### src/rtl/spi_frame_rx.sv
`default_nettype none
// ============================================================================
//  Module      : spi_frame_rx
//  Description : SPI mode-0 frame receiver. Synchronises SCLK/COPI/nCS into
//                the clk domain, shifts in 16-bit MSB-first frames
//                {R/W, addr[6:0], data[7:0]} and, when nCS rises, emits a
//                single-cycle write strobe for each good write frame.
//                Frames with a bit count other than 16 pulse frame_err and
//                bump the saturating drop counter.
//                Optional macro SPI_RX_ADDR_FILTER_EN: only addresses
//                0x00-0x04 commit; other write addresses are dropped
//                (drop_cnt +1, no strobe, no error).
//                SYNC_STAGES legal range is 2..3.
//  Revision    : 1.0 - initial release
// ============================================================================
module spi_frame_rx #(
    parameter int SYNC_STAGES = 2
) (
    input  logic       clk,
    input  logic       rst,
    input  logic       sclk,
    input  logic       copi,
    input  logic       ncs,
    output logic       wr_valid,
    output logic [6:0] wr_addr,
    output logic [7:0] wr_data,
    output logic       frame_err,
    output logic [7:0] drop_cnt
);

    localparam logic [4:0] C_FRAME_BITS = 5'd16;
    localparam logic [4:0] C_CNT_SAT    = 5'd17;
    localparam logic [6:0] C_ADDR_MAX   = 7'd4;

    typedef enum logic [0:0] {
        ST_IDLE  = 1'b0,
        ST_SHIFT = 1'b1
    } state_t;

    // Synchroniser chains and edge-detect delay flops
    logic [SYNC_STAGES-1:0] sclk_sync_q;
    logic [SYNC_STAGES-1:0] copi_sync_q;
    logic [SYNC_STAGES-1:0] ncs_sync_q;
    logic                   sclk_dly_q;
    logic                   ncs_dly_q;

    logic sclk_s;
    logic copi_s;
    logic ncs_s;
    logic sclk_rise;
    logic ncs_rise;
    logic ncs_fall;

    // Frame state
    state_t      state_q,     state_d;
    logic [15:0] shift_q,     shift_d;
    logic [4:0]  cnt_q,       cnt_d;
    logic        wr_valid_q,  wr_valid_d;
    logic        frame_err_q, frame_err_d;
    logic [6:0]  addr_q,      addr_d;
    logic [7:0]  data_q,      data_d;
    logic [7:0]  drop_q,      drop_d;
    logic        addr_ok;

    // Bring the asynchronous pins into the clk domain; nCS idles high.
    always_ff @(posedge clk) begin
        if (rst) begin
            sclk_sync_q <= '0;
            copi_sync_q <= '0;
            ncs_sync_q  <= '1;
            sclk_dly_q  <= 1'b0;
            ncs_dly_q   <= 1'b1;
        end else begin
            sclk_sync_q <= {sclk_sync_q[SYNC_STAGES-2:0], sclk};
            copi_sync_q <= {copi_sync_q[SYNC_STAGES-2:0], copi};
            ncs_sync_q  <= {ncs_sync_q[SYNC_STAGES-2:0], ncs};
            sclk_dly_q  <= sclk_sync_q[SYNC_STAGES-1];
            ncs_dly_q   <= ncs_sync_q[SYNC_STAGES-1];
        end
    end

    assign sclk_s    = sclk_sync_q[SYNC_STAGES-1];
    assign copi_s    = copi_sync_q[SYNC_STAGES-1];
    assign ncs_s     = ncs_sync_q[SYNC_STAGES-1];
    assign sclk_rise = sclk_s & ~sclk_dly_q;
    assign ncs_rise  = ncs_s & ~ncs_dly_q;
    assign ncs_fall  = ~ncs_s & ncs_dly_q;

`ifdef SPI_RX_ADDR_FILTER_EN
    assign addr_ok = (shift_q[14:8] <= C_ADDR_MAX);
`else
    assign addr_ok = 1'b1;
`endif

    // Next-state logic: frame shifting and the commit decision on nCS rise.
    always_comb begin
        state_d     = state_q;
        shift_d     = shift_q;
        cnt_d       = cnt_q;
        wr_valid_d  = 1'b0;
        frame_err_d = 1'b0;
        addr_d      = addr_q;
        data_d      = data_q;
        drop_d      = drop_q;

        case (state_q)
            ST_IDLE: begin
                if (ncs_fall) begin
                    state_d = ST_SHIFT;
                    shift_d = '0;
                    cnt_d   = '0;
                end
            end
            ST_SHIFT: begin
                if (ncs_rise) begin
                    state_d = ST_IDLE;
                    if (cnt_q == C_FRAME_BITS) begin
                        if (shift_q[15]) begin
                            if (addr_ok) begin
                                wr_valid_d = 1'b1;
                                addr_d     = shift_q[14:8];
                                data_d     = shift_q[7:0];
                            end else if (drop_q != 8'hFF) begin
                                drop_d = drop_q + 8'd1;
                            end
                        end
                        // Read frames are discarded without any side effect.
                    end else begin
                        frame_err_d = 1'b1;
                        if (drop_q != 8'hFF) begin
                            drop_d = drop_q + 8'd1;
                        end
                    end
                end else if (ncs_fall) begin
                    // A fresh select edge restarts the frame; the partial
                    // frame is thrown away silently.
                    shift_d = '0;
                    cnt_d   = '0;
                end else if (sclk_rise && !ncs_s) begin
                    shift_d = {shift_q[14:0], copi_s};
                    if (cnt_q < C_CNT_SAT) begin
                        cnt_d = cnt_q + 5'd1;
                    end
                end
            end
            default: begin
                state_d = ST_IDLE;
            end
        endcase
    end

    // Register frame state and all outputs.
    always_ff @(posedge clk) begin
        if (rst) begin
            state_q     <= ST_IDLE;
            shift_q     <= '0;
            cnt_q       <= '0;
            wr_valid_q  <= 1'b0;
            frame_err_q <= 1'b0;
            addr_q      <= '0;
            data_q      <= '0;
            drop_q      <= '0;
        end else begin
            state_q     <= state_d;
            shift_q     <= shift_d;
            cnt_q       <= cnt_d;
            wr_valid_q  <= wr_valid_d;
            frame_err_q <= frame_err_d;
            addr_q      <= addr_d;
            data_q      <= data_d;
            drop_q      <= drop_d;
        end
    end

    assign wr_valid  = wr_valid_q;
    assign frame_err = frame_err_q;
    assign wr_addr   = addr_q;
    assign wr_data   = data_q;
    assign drop_cnt  = drop_q;

endmodule
`default_nettype wire
### config.mk
export PLATFORM = sky130hd
export DESIGN_NAME = spi_frame_rx
export DESIGN_NICKNAME = d
export VERILOG_FILES = /design/src/rtl/spi_frame_rx.sv
export SDC_FILE = /design/constraint.sdc
export NUM_CORES = 1
export LEC_CHECK = 0
export ABC_AREA = 1
export CAP_MARGIN = 30
export CORE_MARGIN = 3
export CORE_UTILIZATION = 49
export CTS_BUF_LIST = sky130_fd_sc_hd__clkbuf_2 sky130_fd_sc_hd__clkbuf_4 sky130_fd_sc_hd__clkbuf_8
export CTS_CLUSTER_DIAMETER = 40
export CTS_CLUSTER_SIZE = 24
export DETAILED_ROUTE_END_ITERATION = 8
export GPL_ROUTABILITY_DRIVEN = 0
export PLACE_DENSITY = 0.69
export REMOVE_ABC_BUFFERS = 1
export SYNTH_ARGS = -nofsm -noshare
export SYNTH_HDL_FRONTEND = slang
export SYNTH_SLANG_ARGS = --single-unit
### constraint.sdc
create_clock -name clk -period 4.22 [get_ports clk]
set_clock_uncertainty 0.1 [all_clocks]
set_input_delay 1.266 -clock clk [delete_from_list [all_inputs] [get_ports clk]]
set_output_delay 1.266 -clock clk [all_outputs]
set_load 0.01 [all_outputs]
==> results.yml, run 1 <==
setup_path:
  crit_path_max_incr_delay_ps: 570
  crit_family: "buffers and inverters"
  crit_path_top_delay_cell: "clkdlybuf4s50_1"
  worstPathRequired_ps: 2850
  arrival_ps: 1310
  path_cells: "clkdlybuf4s50_1"
  critical_path_buf_inv_count: 1
  end_kind: "output pin"
  start_kind: "flop"
  criticalPathCategory: "flop to output pin"
  path_max_fanout: 6
cells_and_area:
  area_growth_pct: 16.93
  drive_gt1_frac: 0.07101
  n_antenna_cell: 0
  finalCoreUtilization: 0.6049
  regArea_um2: 1101
  nets: 346
  multi_input_area_um2: 1032
  fillers: 431
synthesis:
  synth.avg_cell_area_um2: 7.295
  synth_edf_count: 0
  synth_area_um2: 2283
  yosys_warnings: 0
  ys_ff_latch: 55
  yosysSeqAreaShare: 0.4822
  synthFlopType: "dfxtp_1"
  synthCells: 313
  ys_types: 28
  ys_async_sr_fraction: 0
timing:
  tightest_slew_ps: 599.0
  slew_headroom: 0.6003
  fin_ws_ps: 1548
  hold_ws_ps: 306.7
  hold_violations: 0
  slew_violations: 0
  period_share: 0.6332
  setup_viol: 0
  grt_setup_unrepaired: "no"
  period_minus_slack_ps: 2672
  fmax_mhz: 374.2
  setup_tns_ps: 0
placement:
  hpwl_um: 2683
  pre_cts_ws_ps: 1304
  portBuffers: 29
power:
  p_switching_mw: 0.2054
  combPwrFrac: 0.060
  p_seq_frac: 0.622
  finalPower_mw: 0.8709
  leakage_nw: 1.002
  swShare: 0.2359
  clkPwrFrac: 0.319
  power_density_nw_per_um2: 326.2
  ir_drop_uv: 198.1
  internal_power_mw: 0.6655
cts:
  clock-sinks: 55
  clockBufferDepth: 2
  clkTransAtPathRegs_ps: 90
  cts_buffers: 5
  cts_tree: "built"
  post-cts-setup-buffers: 0
  post_cts_resized: 0
  clock_latency_ps: 310
  clockRootBuffer: "clkbuf_8"
  htreeDepth: 2
  cts_hold_buf: 0
routing:
  antenna_left: 0
  totalWireLength_um: 4004
  first_pass_iters: 4
  vias_per_cell: 4.931
  route.detailed.drc: 0
  vias: 1923
  wire_per_inst_um: 10.27
  drtIter0Drc: 105
floorplanning:
  rows: 24
  core-area_um2: 4414
  dieArea_um2: 5515
  die_w_um: 74.27
  io_pins: 30
  start_util: 0.5173
  die_h_um: 74.27
job:
  cap_violations: 0
global_routing:
  grtUsageTotal: 0.1587
  grt_max_degree: 36
  overflow: 0
  grt_first_pass_wirelength_um: 6844
  antenna_found_initial: 0
  grt_pass1_vias: 1606
hold_path:
  hold_class: "flop to flop"
run_status:
  status: "finished, final reports clean"
-- routing by layer --
layer	track usage	wire length, um	vias to the layer above
met5	0	0	-
met4	0.05336	46	0
met3	0.05135	208	5
met2	0.2608	1829	37
met1	0.1972	1919	849
li1	-	-	1032
-- registers in the layout, summed over array words and instances, names as in the netlist, 2 cells and up --
register,cells
cnt_q,5
copi_sync_q,2
drop_cnt,8
ncs_sync_q,2
sclk_sync_q,2
shift_q,16
wr_addr,7
wr_data,8
-- power groups by stage --
stage	Sequential, mW	Combinational (mW)	Clock [mW]
detailed placement	0.554	0.0525	0
finish	0.542	0.0519	0.277
floorplan	0.552	0.0355	0
global route	0.544	0.0602	0.306
CTS	0.542	0.0526	0.285
global placement	0.554	0.0509	0
-- final cells by class --
| type | count | area share |
|---|---|---|
| well taps | 52 | 0.02437 |
| clock inverters | 2 | 0.005155 |
| flip-flops and latches | 55 | 0.4124 |
| repair buffers | 31 | 0.1143 |
| clock buffers | 5 | 0.02577 |
| multi-input cells | 223 | 0.3866 |
| inverters | 22 | 0.03140 |
-- synthesized netlist by cell type, types with 3 or more instances --
library cell,n,area share
o21ai_1,20,0.044
nand3_1,13,0.028
a21oi_1,10,0.022
clkbuf_1,6,0.0099
buf_2,5,0.011
nand2_1,74,0.12
inv_1,17,0.028
xnor2_1,3,0.012
ha_1,3,0.016
dfxtp_1,55,0.48
inv_2,4,0.0066
o21ai_0,15,0.033
nor2_1,71,0.12
-- cells in the final DEF (no fill, tap or decap), types with 3 or more instances in the layout --
cell,netlist,layout
nand3_1,13,13
clkdlybuf4s50_1,0,29
dfxtp_1,55,55
inv_1,17,17
o21ai_0,15,15
nand2_1,74,74
o21ai_1,20,20
clkbuf_8,0,5
nor2_1,71,71
a21oi_1,10,10
xnor2_1,3,3
inv_2,4,4
ha_1,3,3
-- logic make-up after synthesis --
logic type,count (synthesis),synth area share
buffers and inverters,35,0.06575
adder cells (fa/ha/maj),3,0.01644
XOR/XNOR,4,0.01535
AO/OA/AOI/OAI,48,0.1129
AND/OR/NAND/NOR,168,0.3074
flip-flops,55,0.4822
-- final timing paths --
kind                                                 from                        end  slack (ps)  cells past startpoint
worst min register to register  sclk_sync_q[0]$_SDFF_PP0_  sclk_sync_q[1]$_SDFF_PP0_         310                      2
worst max-delay path             drop_cnt[3]$_SDFFE_PP0P_                drop_cnt[3]        1550                      1
worst max register to register   ncs_sync_q[1]$_SDFF_PP1_      cnt_q[4]$_SDFFE_PP0P_        2460                      7
worst min-delay path            sclk_sync_q[0]$_SDFF_PP0_  sclk_sync_q[1]$_SDFF_PP0_         310                      2
-- stage by stage --
| step | cell area (um2) | cells |
|---|---|---|
| after detailed placement | 2587 | 383 |
| after global routing | 2670 | 390 |
| final | 2670 | 390 |
| after global placement | 2587 | 383 |
| after floorplan | 2217 | 300 |
| after CTS | 2670 | 390 |
Power figures use the tool's default switching activity.
==> run 2: changes to the inputs <==
PLACE_DENSITY = 0.72   (was 0.69)
clock period = 2.2 ns   (was 4.22 ns; I/O delays follow)
==> run 2 against run 1 <==
Compared with the run above: sequential power is 92% higher; non-clock buffer count is 3 higher; total power is 98% higher; core utilization is 1.2 points higher; wire length is 3.1% higher; cell count is 1.0% higher; final area is 1.9% higher; clock power is 110% higher; critical path type unchanged; critical endpoint unchanged.
==> results.yml, run 2 (synthesized netlist as in run 1, its figures left out) <==
timing:
  grt_setup_unrepaired: "no"
  setup_tns_ps: 0
  hold_violations: 0
  fin_ws_ps: 113.7
  slew_headroom: 0.7159
  setup_viol: 0
  period_minus_slack_ps: 2086
  slew_violations: 0
  fmax_mhz: 479.3
  tightest_slew_ps: 426.1
  period_share: 0.9483
placement:
  pre_cts_ws_ps: 352.1
  dp_cells: 386
  hpwl_um: 2753
  portBuffers: 29
  dpl_cell_area_um2: 2623
run_status:
  status: "finished, final reports clean"
setup_path:
  arrival_ps: 1330
  worstPathRequired_ps: 1440
  r2r_cells: 8
  crit_path_top_delay_cell: "clkdlybuf4s50_1"
  path_max_fanout: 6
  crit_path_max_incr_delay_ps: 580
  crit_family: "buffers and inverters"
  path_cells: "clkdlybuf4s50_1"
  end_kind: "output pin"
  critical_path_buf_inv_count: 1
  start_kind: "flop"
  criticalPathCategory: "flop to output pin"
  cp.depth: 1
global_routing:
  grt_first_pass_wirelength_um: 6837
  grtUsageTotal: 0.1574
  antenna_found_initial: 0
  grt_max_degree: 35
  grt_pass1_vias: 1557
  overflow: 0
cells_and_area:
  largest_register: "shift_q"
  final_common_cell: "nand2_1"
  final_cell_mix: "nand2_1, nor2_1, dfxtp_1"
  fillers: 424
  n_antenna_cell: 0
  final_cells: 394
  area_growth_pct: 19.18
  multi_input_area_um2: 1032
  regArea_um2: 1101
  nets: 349
  largest_reg_flops: 16
  drive_gt1_frac: 0.08187
  finalInstanceArea_um2: 2721
routing:
  vias_per_cell: 4.977
  first_pass_iters: 6
  drtIter0Drc: 92
  wire_per_inst_um: 10.48
  totalWireLength_um: 4128
  vias: 1961
  antenna_left: 0
  route.detailed.drc: 0
cts:
  clock_latency_ps: 300
  clockBufferDepth: 2
  clockRootBuffer: "clkbuf_8"
  cts_tree: "built"
  clkTransAtPathRegs_ps: 100
  htreeDepth: 2
  post_cts_resized: 0
  clock-sinks: 55
  cts_hold_buf: 0
  cts_buffers: 5
  post-cts-setup-buffers: 0
floorplanning:
  dieArea_um2: 5515
  rows: 24
  core-area_um2: 4414
  start_util: 0.5173
  io_pins: 30
  die_h_um: 74.27
  die_w_um: 74.27
job:
  cap_violations: 0
power:
  ir_drop_uv: 428.3
  leakage_nw: 1.026
  power_density_nw_per_um2: 634.3
hold_path:
  hold_depth: 2
  hold_class: "flop to flop"
==> run 2: cell types whose count changed in the layout (fill, tap and decap cells not counted), sizes merged <==
cell | previous run | this run
clkinvlp | 0 | 1
buf | 2 | 5
clkbuf | 5 | 6
clkinv | 3 | 2
==> run 2: where the power goes <==
part	switching, mW	leakage, nW	total (mW)	internal (mW)
sequential	0.0193	0.447	1.04	1.02
clock	0.321	0.0474	0.578	0.257
combinational	0.0643	0.532	0.108	0.0436
==> run 2: worst paths after layout <==
check	from	to	slack (ps)
setup / recovery	drop_cnt[3]$_SDFFE_PP0P_	drop_cnt[3]	110
hold / removal	copi_sync_q[0]$_SDFF_PP0_	copi_sync_q[1]$_SDFF_PP0_	310
setup reg to reg	cnt_q[0]$_SDFFE_PP0P_	wr_data[2]$_SDFFE_PP0P_	450
hold reg to reg	copi_sync_q[0]$_SDFF_PP0_	copi_sync_q[1]$_SDFF_PP0_	310
==> run 2: cell type report <==
type	instances	share of cell area
tap	52	0.02391
clock inverter	2	0.005977
inverter	22	0.03080
sequential	55	0.4046
multi-input combinational	223	0.3793
timing repair buffer	34	0.1251
clock buffer	6	0.03034
==> run 2: routing by layer <==
metal  part of all wire  track usage
met1               0.51       0.2207
met2               0.44       0.2402
met5                  0            0
met4             0.0097      0.04150
met3              0.042      0.04459
==> run 2: stage by stage <==
stage	hold slack, ps	power [mW]	utilization
3_5_place_dp	295.9	1.171	0.5941
2_1_floorplan	288.3	1.126	-
4_1_cts	308.7	1.746	0.6165
5_1_grt	321.1	1.804	0.6165
6_report	306.3	1.726	0.6165
3_3_place_gp	288.8	1.168	0.5941
==> run 2: worst register-to-register path: cells and delay by family (launching register included) <==
family / cells / cell delay [ps]
flops: 1 / 450
fa+ha+maj: 1 / 230
simple gates: 5 / 560
buf+inv: 2 / 320
==> run 3: changes to the inputs <==
PLACE_DENSITY = 0.69   (was 0.72)
clock period = 2.1 ns   (was 2.2 ns; I/O delays follow)
==> run 3 against run 2 <==
Compared with the run above: total power is 4.0% higher; sequential cell count is the same; final area is 0.28% higher; via count down 1.5%; sequential share of layout area barely moved; first-iteration DRC count grew 45%; cell count is 0.51% higher; clock power increased by 2%; critical path type unchanged; wire length increased by 3.0%; worst hold slack is essentially flat; global-route usage up 0.82 points.
==> results.yml, run 3 (synthesized netlist as in run 1, its figures left out) <==
setup_path:
  r2r_start: "cnt_q[0]$_SDFFE_PP0P_"
  path_max_fanout: 6
  r2r_cells: 8
  path_cells: "clkdlybuf4s50_1"
  end_kind: "output pin"
  criticalPathCategory: "flop to output pin"
  crit_path_max_incr_delay_ps: 570
  crit_family: "buffers and inverters"
  crit_path_top_delay_cell: "clkdlybuf4s50_1"
  start_kind: "flop"
  cp.depth: 1
  critical_path_buf_inv_count: 1
  ff2ff_setup_slack_ps: 360
  arrival_ps: 1290
  worstPathRequired_ps: 1370
  worstReg2RegEnd: "wr_data[0]$_SDFFE_PP0P_"
floorplanning:
  die_h_um: 74.27
  dieArea_um2: 5515
  core-area_um2: 4414
  die_w_um: 74.27
  rows: 24
  start_util: 0.5173
  io_pins: 30
timing:
  fin_ws_ps: 81.84
  period_share: 0.9610
  slew_violations: 0
  setup_viol: 0
  fmax_mhz: 495.5
  hold_violations: 0
  tightest_slew_ps: 246.5
  setup_tns_ps: 0
  grt_setup_unrepaired: "no"
  period_minus_slack_ps: 2018
  slew_headroom: 0.8353
routing:
  drtIter0Drc: 133
  totalWireLength_um: 4251
  route.detailed.drc: 0
  vias_per_cell: 4.876
  antenna_left: 0
  first_pass_iters: 4
  vias: 1931
  wire_per_inst_um: 10.73
power:
  clkPwrFrac: 0.330
  p_seq_frac: 0.607
  leakage_nw: 1.034
  p_switching_mw: 0.4322
  internal_power_mw: 1.363
  swShare: 0.2407
  power_density_nw_per_um2: 657.8
  ir_drop_uv: 445.3
  combPwrFrac: 0.063
  finalPower_mw: 1.795
placement:
  portBuffers: 29
  dp_cells: 388
  hpwl_um: 2855
  pre_cts_ws_ps: 325.6
  dpl_cell_area_um2: 2638
cells_and_area:
  finalInstanceArea_um2: 2729
  final_common_cell: "nand2_1"
  largest_register: "shift_q"
  final_cells: 396
  drive_gt1_frac: 0.09302
  n_antenna_cell: 0
  area_growth_pct: 19.51
  largest_reg_flops: 16
  final_cell_mix: "nand2_1, nor2_1, dfxtp_1"
  nets: 351
cts:
  cts_tree: "built"
  clockBufferDepth: 2
  clock-sinks: 55
  cts_buffers: 5
  post-cts-setup-buffers: 0
  clock_latency_ps: 310
  htreeDepth: 2
  clockRootBuffer: "clkbuf_8"
  clkTransAtPathRegs_ps: 100
hold_path:
  hold_class: "flop to flop"
  hold_end: "copi_sync_q[1]$_SDFF_PP0_"
  hold_depth: 2
  hold_path_startpoint: "copi_sync_q[0]$_SDFF_PP0_"
job:
  cap_violations: 0
global_routing:
  overflow: 0
  antenna_found_initial: 0
  grt_first_pass_wirelength_um: 7182
  grtUsageTotal: 0.1656
  grt_max_degree: 29
  grt_pass1_vias: 1667
run_status:
  status: "finished, final reports clean"
run 3: changes by cell type in the layout (fill, tap and decap cells not counted), sizes merged:
| cell | before | now |
|---|---|---|
| buf | 5 | 7 |
run 3: tightest hold or removal path, stage by stage (launching register included):
cell     delay [ps]
dfxtp_1         310
inv_1            40
nor2_1           30
run 3: layer usage:
| metal | share of wire | track usage | up-vias |
|---|---|---|---|
| met2 | 0.44 | 0.2717 | 33 |
| met5 | 0 | 0 | - |
| met1 | 0.50 | 0.2043 | 846 |
| met4 | 0.016 | 0.07312 | 0 |
| li1 | - | - | 1046 |
| met3 | 0.043 | 0.04459 | 6 |
run 3: how the worst max path moves through the flow:
stage,start,to
2_1_floorplan,ncs_sync_q[1]$_SDFF_PP1_,cnt_q[4]$_SDFFE_PP0P_
3_3_place_gp,rst,ncs_sync_q[1]$_SDFF_PP1_
3_5_place_dp,rst,ncs_sync_q[0]$_SDFF_PP1_
4_1_cts,drop_cnt[3]$_SDFFE_PP0P_,drop_cnt[3]
5_1_grt,drop_cnt[5]$_SDFFE_PP0P_,drop_cnt[5]
6_report,drop_cnt[5]$_SDFFE_PP0P_,drop_cnt[5]
run 3: final cells by class:
class                      count  area [um2]
timing repair buffer          36       355.3
clock buffer                   6       76.32
multi-input combinational    223        1032
sequential                    55        1104
fill                         418        1685
clock inverter                 2       12.51
tap                           52       65.06
inverter                      22       83.83
run 3: per-stage QoR:
| stage | hold slack, ps | util |
|---|---|---|
| after CTS | 308.4 | 0.6176 |
| final | 306.5 | 0.6182 |
| after floorplan | 288.3 | - |
| after global placement | 294.0 | 0.5975 |
| after detailed placement | 299.2 | 0.5975 |
| after global routing | 328.9 | 0.6182 |
run 3: power by group through the flow:
| stage | combinational [mW] | sequential, mW | clock, mW |
|---|---|---|---|
| after detailed placement | 0.115 | 1.11 | 0 |
| after CTS | 0.116 | 1.09 | 0.611 |
| after global placement | 0.112 | 1.11 | 0 |
| after floorplan | 0.0714 | 1.11 | 0 |
| after global routing | 0.131 | 1.09 | 0.651 |
| final | 0.114 | 1.09 | 0.592 |
run 3: what timing repair did:
| item | 4_1_cts | 5_1_grt |
|---|---|---|
| resized for setup | 0 | 2 |
| hold buffers | 0 | 0 |
| endpoints found under the setup margin | 0 | 2 |
